[src/rtl/lsu_byte_master.sv]
// Load/store initiator that breaks one CPU access into 1, 2 or 4 little-endian byte transactions.
// Optional build macro MISALIGN_TRAP_EN: reject misaligned h/hu/w requests instead of splitting them.
module lsu_byte_master #(
  parameter int ADDR_W  = 6,
  parameter int TIMEOUT = 15
) (
  input  logic              i_clk,
  input  logic              i_rst,
  input  logic              i_req_valid,
  output logic              o_req_ready,
  input  logic              i_req_write,
  input  logic [2:0]        i_req_func3,
  input  logic [ADDR_W-1:0] i_req_addr,
  input  logic [31:0]       i_req_wdata,
  output logic              o_resp_valid,
  output logic [31:0]       o_resp_rdata,
  output logic              o_resp_err,
  output logic              o_mem_req,
  output logic              o_mem_we,
  output logic [ADDR_W-1:0] o_mem_addr,
  output logic [7:0]        o_mem_wdata,
  input  logic              i_mem_ack,
  input  logic [7:0]        i_mem_rdata
);

  localparam logic [1:0] S_IDLE   = 2'd0;
  localparam logic [1:0] S_ACCESS = 2'd1;
  localparam logic [1:0] S_RESP   = 2'd2;
  localparam int TCW = 16;

  logic [1:0]        r_state;
  logic              r_write;
  logic [2:0]        r_func3;
  logic [ADDR_W-1:0] r_addr;
  logic [31:0]       r_wdata;
  logic [1:0]        r_last;
  logic [1:0]        r_idx;
  logic [TCW-1:0]    r_tcnt;
  logic [31:0]       r_buf;
  logic              r_err;
  logic              r_mem_req;
  logic              r_mem_we;
  logic [ADDR_W-1:0] r_mem_addr;
  logic [7:0]        r_mem_wdata;
  logic              r_resp_valid;
  logic [31:0]       r_resp_rdata;
  logic              r_resp_err;

  logic              w_bad;
  logic [1:0]        w_last;
  logic [1:0]        w_next_idx;
  logic [31:0]       w_ext;

  always_comb begin
    w_bad = (i_req_func3 == 3'b011) || (i_req_func3 == 3'b110) ||
            (i_req_func3 == 3'b111) || (i_req_write && i_req_func3[2]);
`ifdef MISALIGN_TRAP_EN
    if ((i_req_func3[1:0] == 2'b01) && i_req_addr[0])
      w_bad = 1'b1;
    if ((i_req_func3[1:0] == 2'b10) && (i_req_addr[1:0] != 2'b00))
      w_bad = 1'b1;
`endif
    case (i_req_func3[1:0])
      2'b00:   w_last = 2'd0;
      2'b01:   w_last = 2'd1;
      default: w_last = 2'd3;
    endcase
    w_next_idx = r_idx + 2'd1;
    case (r_func3)
      3'b000:  w_ext = {{24{r_buf[7]}}, r_buf[7:0]};
      3'b001:  w_ext = {{16{r_buf[15]}}, r_buf[15:0]};
      3'b100:  w_ext = {24'd0, r_buf[7:0]};
      3'b101:  w_ext = {16'd0, r_buf[15:0]};
      default: w_ext = r_buf;
    endcase
  end

  // One byte per ack; the response is registered in RESP so it appears the cycle after.
  always_ff @(posedge i_clk or posedge i_rst) begin
    if (i_rst) begin
      r_state      <= S_IDLE;
      r_write      <= 1'b0;
      r_func3      <= 3'd0;
      r_addr       <= '0;
      r_wdata      <= 32'd0;
      r_last       <= 2'd0;
      r_idx        <= 2'd0;
      r_tcnt       <= '0;
      r_buf        <= 32'd0;
      r_err        <= 1'b0;
      r_mem_req    <= 1'b0;
      r_mem_we     <= 1'b0;
      r_mem_addr   <= '0;
      r_mem_wdata  <= 8'd0;
      r_resp_valid <= 1'b0;
      r_resp_rdata <= 32'd0;
      r_resp_err   <= 1'b0;
    end else begin
      r_resp_valid <= 1'b0;
      case (r_state)
        S_IDLE: begin
          if (i_req_valid) begin
            r_write <= i_req_write;
            r_func3 <= i_req_func3;
            r_addr  <= i_req_addr;
            r_wdata <= i_req_wdata;
            r_last  <= w_last;
            r_idx   <= 2'd0;
            r_tcnt  <= '0;
            r_buf   <= 32'd0;
            if (w_bad) begin
              r_err   <= 1'b1;
              r_state <= S_RESP;
            end else begin
              r_err       <= 1'b0;
              r_state     <= S_ACCESS;
              r_mem_req   <= 1'b1;
              r_mem_we    <= i_req_write;
              r_mem_addr  <= i_req_addr;
              r_mem_wdata <= i_req_wdata[7:0];
            end
          end
        end
        S_ACCESS: begin
          if (i_mem_ack) begin
            r_buf[{r_idx, 3'b000} +: 8] <= i_mem_rdata;
            r_tcnt <= '0;
            if (r_idx == r_last) begin
              r_mem_req <= 1'b0;
              r_state   <= S_RESP;
            end else begin
              r_idx       <= w_next_idx;
              r_mem_addr  <= r_addr + ADDR_W'(w_next_idx);
              r_mem_wdata <= r_wdata[{w_next_idx, 3'b000} +: 8];
            end
          end else if ((TIMEOUT != 0) && (r_tcnt == TCW'(TIMEOUT - 1))) begin
            r_err     <= 1'b1;
            r_mem_req <= 1'b0;
            r_state   <= S_RESP;
          end else begin
            r_tcnt <= r_tcnt + 1'b1;
          end
        end
        S_RESP: begin
          r_resp_valid <= 1'b1;
          r_resp_err   <= r_err;
          r_resp_rdata <= (r_err || r_write) ? 32'd0 : w_ext;
          r_state      <= S_IDLE;
        end
        default: r_state <= S_IDLE;
      endcase
    end
  end

  assign o_req_ready  = (r_state == S_IDLE);
  assign o_resp_valid = r_resp_valid;
  assign o_resp_rdata = r_resp_rdata;
  assign o_resp_err   = r_resp_err;
  assign o_mem_req    = r_mem_req;
  assign o_mem_we     = r_mem_we;
  assign o_mem_addr   = r_mem_addr;
  assign o_mem_wdata  = r_mem_wdata;

endmodule

[config.mk]
export PLATFORM = sky130hd
export DESIGN_NAME = lsu_byte_master
export DESIGN_NICKNAME = d
export VERILOG_FILES = /design/src/rtl/lsu_byte_master.sv
export SDC_FILE = /design/constraint.sdc
export NUM_CORES = 1
export LEC_CHECK = 0
export ABC_AREA = 1
export BUFFER_PORTS_ARGS = -buffer_cell sky130_fd_sc_hd__buf_2
export CAP_MARGIN = 20
export CELL_PAD_IN_SITES_DETAIL_PLACEMENT = 2
export CELL_PAD_IN_SITES_GLOBAL_PLACEMENT = 2
export CORE_ASPECT_RATIO = 1.2
export CORE_MARGIN = 8
export CORE_UTILIZATION = 34
export CTS_CLUSTER_SIZE = 8
export DETAILED_ROUTE_END_ITERATION = 16
export GPL_TIMING_DRIVEN = 0
export PLACE_DENSITY = 0.9
export SLEW_MARGIN = 20
export SYNTH_ARGS = -nofsm -noshare
export SYNTH_HDL_FRONTEND = slang
export SYNTH_SLANG_ARGS = --single-unit
[constraint.sdc]
create_clock -name i_clk -period 5.4 [get_ports i_clk]
set_input_delay 0.81 -clock i_clk [delete_from_list [all_inputs] [get_ports i_clk]]
set_output_delay 0.81 -clock i_clk [all_outputs]
set_load 0.05 [all_outputs]
======== Word-level counts from Yosys, hierarchy flattened ========
Index checks and enable logic that the tools add are counted.
word-level totals
  register bits after elaboration ......... 147
  input port bits ......................... 54
  output and inout bits ................... 51
  logic and storage cells ................. 106
cells by class
  $add $sub $neg .......................... 4
  eq/ne operators ......................... 20
  shifts and indexed selects .............. 3
  muxes and demuxes ....................... 43
  bitwise operators ....................... 1
  reductions and logical operators ........ 18
operators with widths
  operator                                                                 count
  32-bit case mux with 4 select lines                                      1
  32-bit 2-to-1 mux                                                        3
  32-bit case mux with 2 select lines                                      1
  16-bit 2-to-1 mux                                                        3
  32-bit bitwise mux                                                       1
  8-bit 2-to-1 mux                                                         4
  16-bit case mux with 2 select lines                                      1
  8-bit by 7-bit variable shift with 32-bit output (first input constant)  1
  32-bit by 6-bit variable part select with 8-bit output                   1
  8-bit by 7-bit variable part select with 32-bit output                   1
  6-bit 2-to-1 mux                                                         4
  16-bit by 1-bit adder with 16-bit output (second input constant)         1
  16-bit by 4-bit == test with 1-bit output (second input constant)        1
  2-bit 2-to-1 mux                                                         8
  8-bit case mux with 2 select lines                                       1
  3-bit == test (second input constant)                                    4
  2-bit != test (second input constant)                                    6
  2-bit case mux with 2 select lines                                       3
  6-bit case mux with 2 select lines                                       1
  3-bit AND reduction                                                      4
  1-bit 2-to-1 mux                                                         10
  5-bit AND reduction                                                      2
  3-bit != test (second input constant)                                    3
  4-bit AND reduction                                                      2
  16 further kinds                                                         22

======== Longest topological paths before layout ========
  word-level depth ........................ 7
  mapped depth ............................ 12
  depth with buffers taken out ............ 10

======== Worst setup path before layout ========
Ideal clock, no wire load.
  path kind ............................... register to register
  start ................................... reg r_idx[0]
  end ..................................... reg r_mem_addr[4], in the netlist o_mem_addr[4]
  library setup time ...................... 118 ps
  data arrival time ....................... 2116 ps
  data required time ...................... 5282 ps
  path slack .............................. 3166 ps
  stages on the path, launching flop included .. 11
  path buffers ............................ 2
  clock period less this slack ............ 2234 ps
  cells stage by stage .................... dfrtp_1 > buf_2 > inv_1 > clkbuf_1 > ha_1 > fa_1 > nand3_1 > xor2_1 > o21ai_0 > nand2_1 > nand2_1
on the way
  longest elaborated chain between the ends .. 5
  elaborated cells between the ends (all ways) .. 8
  classes of those cells .................. add/sub: 2; eq/ne: 2; mux: 3; reduce/logical: 1
ends and longest elaborated chain
  what                                    line  source
  start: declaration                      37    logic [1:0] r_idx;
  start signal: assignment                132   r_idx <= w_next_idx;
  2-bit by 1-bit adder with 2-bit output  68    w_next_idx = r_idx + 2'd1;
  6-bit by 2-bit adder with 6-bit output  133   r_mem_addr <= r_addr + ADDR_W'(w_next_idx);
  6-bit 2-to-1 mux                        128   if (r_idx == r_last) begin
  6-bit 2-to-1 mux                        125   if (i_mem_ack) begin
  6-bit case mux with 2 select lines      100   case (r_state)
  end signal: assignment                  119   r_mem_addr <= i_req_addr;
  end signal: assignment                  133
  end: declaration                        43    logic [ADDR_W-1:0] r_mem_addr;
Parallel ways exist; a longest one is shown, timed or not. The select of a mux whose other input is x is not followed.
A chain may end at the register's enable or synchronous reset.

======== Worst setup path after layout ========
  start ................................... reg r_idx[0]
  end ..................................... reg r_buf[1]
on the way
  longest elaborated chain between the ends .. 5
  elaborated cells between the ends (all ways) .. 6
  classes of those cells .................. add/sub: 1; shift: 2; mux: 3
ends and longest elaborated chain
  what                                                                                                                               line  source
  5-bit negator with 7-bit output *                                                                                                  126   r_buf[{r_idx, 3'b000} +: 8] <= i_mem_rdata;
  8-bit by 7-bit variable part select with 32-bit output / 8-bit by 7-bit variable shift with 32-bit output (equally long branches)  126
  32-bit bitwise mux *                                                                                                               126
  32-bit 2-to-1 mux *                                                                                                                125
  32-bit case mux with 2 select lines *                                                                                              100
  end signal: indexed assignment                                                                                                     126
  end: declaration                                                                                                                   39    logic [31:0] r_buf;
Every way passes the cells marked *; elsewhere a longest branch is shown, timed or not. The select of a mux whose other input is x is not followed.

==> out/results.tsv <==
stage	metric	value	unit
status	outcome	finished clean	
cts	Setup Fix Bufs, Post-CTS	0	
timing	Fin Hold WS	0.4328	ns
route	via/cell ratio	5.329	
setup_path	slowest CP cell	clkbuf_1	
grt	Tot GR Track Use	0.2320	
grt	vias in the first global route	8109	
timing	unrepaired setup endpoints after global routing	false	
logic_synthesis	syn nets	942	
floorplanning	total die area	25720	um2
logic_synthesis	top post-synthesis cells by area	dfrtp_1 (52%), nand2_1 (18%), o21ai_0 (6.9%)	
setup_path	crit path DAT	3.61	ns
setup_path	cell mode on critical path	inv_1	
job	Max-Cap Viols	0	
route	post-route ant nets	0	
cts	CTS Hold Bufs	0	
timing	final worst path period need	3.259	ns
setup_path	CP Class	reg -> reg	
cells_and_area	commonest non-fill, non-tap cell in the layout	nand2_1	
grt	initial antenna violation count	1	
cts	Clock Latency Late Sink	0.45	ns
cts	Clock Path Buffers	2	
route	routed vias	6842	
setup_path	CP cell instances	buf_2 > inv_1 > clkbuf_1 > ha_1 > inv_1 > nand2_2 > nor3_2 > nand3_1 > o21ai_0	
cells_and_area	fin cells	1284	
floorplanning	effective utilization at floorplan	0.3423	
placement	routability cong.	0.7854	
grt	GRT Residual Overflow	0	
floorplanning	die height	174.1	um
cells_and_area	post-route cell area	8564	um2
floorplanning	area of the core	20680	um2
logic_synthesis	area leader, netlist	dfrtp_1	
cells_and_area	diodes inserted	0	
grt	first-pass GRT wire length	46320	um
setup_path	reg2reg end	r_buf[1]$_DFFE_PP0P_	
logic_synthesis	Mean Syn Cell Area	8.055	um2
pwr	power per cell area	611.8	nW/um2
setup_path	Worst Setup SP	r_idx[0]$_DFFE_PP0P_	
timing	final worst path period share	0.6035	
cells_and_area	most frequent cells in the layout	nand2_1 (343), dfrtp_1 (147), buf_2 (111)	
cts	Max H-tree Level	4	
cts	post_cts resized	0	
setup_path	r2r setup slk	2.14	ns
cts	clock sinks	147	
route	1st-pass router iterations	4	
logic_synthesis	Yosys cell types	36	
cells_and_area	proportion of layout cells with a drive suffix above 1	0.1795	
grt	Global Route met1 Usage	0.2466	
timing	fmax	306.9	MHz
placement	Port Buf Inserts	104	
grt	met3 Resource Use GR	0.04136	
placement	dpl cell area	7974	um2
logic_synthesis	FF+latch count, synth	147	
logic_synthesis	Mapped Area	7081	um2
cts	Root Buffer	clkbuf_16	
timing	final setup violation count	0	
route	Routed wire per std cell	22.59	um
setup_path	reg2reg start	r_idx[0]$_DFFE_PP0P_	
timing	Final Hold Fails	0	
logic_synthesis	Synth Instances	879	
logic_synthesis	Syn. warnings	0	
cts	clock slew at reported path FFs	0.07	ns
setup_path	CP Max Fanout	12	
setup_path	CP Capture Type	flip-flop	
timing	Final Slew Violations	0	
cts	CTS tree	yes	
cells_and_area	Fillers	2319	
pwr	Pleak	4.396	nW
floorplanning	die width	147.7	um
floorplanning	Site Rows	58	
logic_synthesis	Synth top area share	0.5195	
route	final wirelength	29000	um
setup_path	Worst EP required	5.75	ns
cells_and_area	layout net count	1066	
pwr	VDD IR-drop max	0.2825	mV
grt	GR peak layer	met2	
timing	Worst Skew	0.01313	ns
placement	placed cells	1254	
cts	total CTS buffers	17	
grt	M2 GR Usage	0.4307	
logic_synthesis	sequential area share after synthesis	0.5195	
timing	Slew headroom	0.3696	
setup_path	crit path launch type	flip-flop	
timing	Worst-Margin Slew	0.9456	ns
floorplanning	I/O pins	105	
setup_path	crit-path max cell delay	0.72	ns
pwr	Total Power	5.240	mW
placement	detailed placement HPWL	18970	um
route	drt drc	0	
grt	largest net degree at the start of global routing	78	
route	First DRT Iteration DRCs	341	
setup_path	R2R depth	9	
min_path	worst hold path type	in -> async	
cells_and_area	Area growth, synth to finish	20.96	%
worst max-delay path by stage:
| stage | cells past startpoint | endpoint | slack, ns |
|---|---|---|---|
| final | 9 | r_buf[1]$_DFFE_PP0P_ | 2.14 |
| after global routing | 9 | r_buf[1]$_DFFE_PP0P_ | 2.06 |
| after CTS | 9 | r_buf[4]$_DFFE_PP0P_ | 2.19 |
| after detailed placement | 9 | r_buf[3]$_DFFE_PP0P_ | 2.43 |
| after global placement | 2 | r_wdata[30]$_DFFE_PP0P_ | -1.27 |
| after floorplan | 1 | o_mem_addr[0]$_DFFE_PP0P_ | 0.64 |
power breakdown:
part | internal, mW | switching [mW]
Combinational | 0.551 | 1.72
Clock | 0.746 | 0.505
Sequential | 1.45 | 0.273
area by class of cell:
type	count	area (um2)	area share
Buffer	35	200.2	0.02337
Clock buffer	21	460.4	0.05376
Clock inverter	9	130.1	0.01519
Inverter	68	262.8	0.03068
Multi-Input combinational cell	629	2947	0.3440
Sequential cell	147	3679	0.4295
Tap cell	270	337.8	0.03944
Timing Repair Buffer	105	548.0	0.06399
kinds of logic after synthesis:
logic type               Yosys count  synth area share
buffers and inverters            103           0.06432
AND/OR/NAND/NOR                  466            0.2815
XOR/XNOR                           4          0.004949
AO/OA/AOI/OAI                    150            0.1127
adder cells (fa/ha/maj)            9           0.01696
flip-flops                       147            0.5195
Yosys cell counts (all sizes together):
library cell and instances:
nand3 44, or2 4, nand3b 2, buf 17, nand2 353, a31oi 2, xor2 1, clkbuf 18
xnor2 3, o21ai 121, dfrtp 147, nor3 7, a21o 1, clkinv 1, ha 8, a21boi 8
a21oi 18, fa 1, nand4 15, nor2 41, inv 67
worst max-delay path: cells and delay by family (launching register included):
| kind | cells | cell delay [ns] |
|---|---|---|
| AO/OA/AOI/OAI | 1 | 0.15 |
| adder cells (fa/ha/maj) | 1 | 0.50 |
| buffers and inverters | 4 | 1.27 |
| flip-flops | 1 | 0.41 |
| AND/OR/NAND/NOR | 3 | 0.83 |
flip-flops by register name, summed over array words and instances, names as in the netlist, 3 cells and up:
signal,flops
r_addr,6
o_resp_rdata,32
r_func3,3
o_mem_addr,6
r_tcnt,16
r_wdata,32
o_mem_wdata,8
r_buf,32
routing by layer:
layer / vias to the layer above / wire [um]
li1: 3050 / -
met1: 3540 / 11270
met2: 179 / 15740
met3: 71 / 921
met4: 2 / 1055
met5: - / 16
metrics by stage:
step                      setup TNS, ns    util  worst slack, ns
after floorplan                       0       -           0.6387
after global placement          -185.26  0.3838           -1.267
after detailed placement              0  0.3855            2.429
after CTS                             0  0.4141            2.193
after global routing                  0  0.4141            2.055
final                                 0  0.4141            2.141
Power figures use the tool's default switching activity.
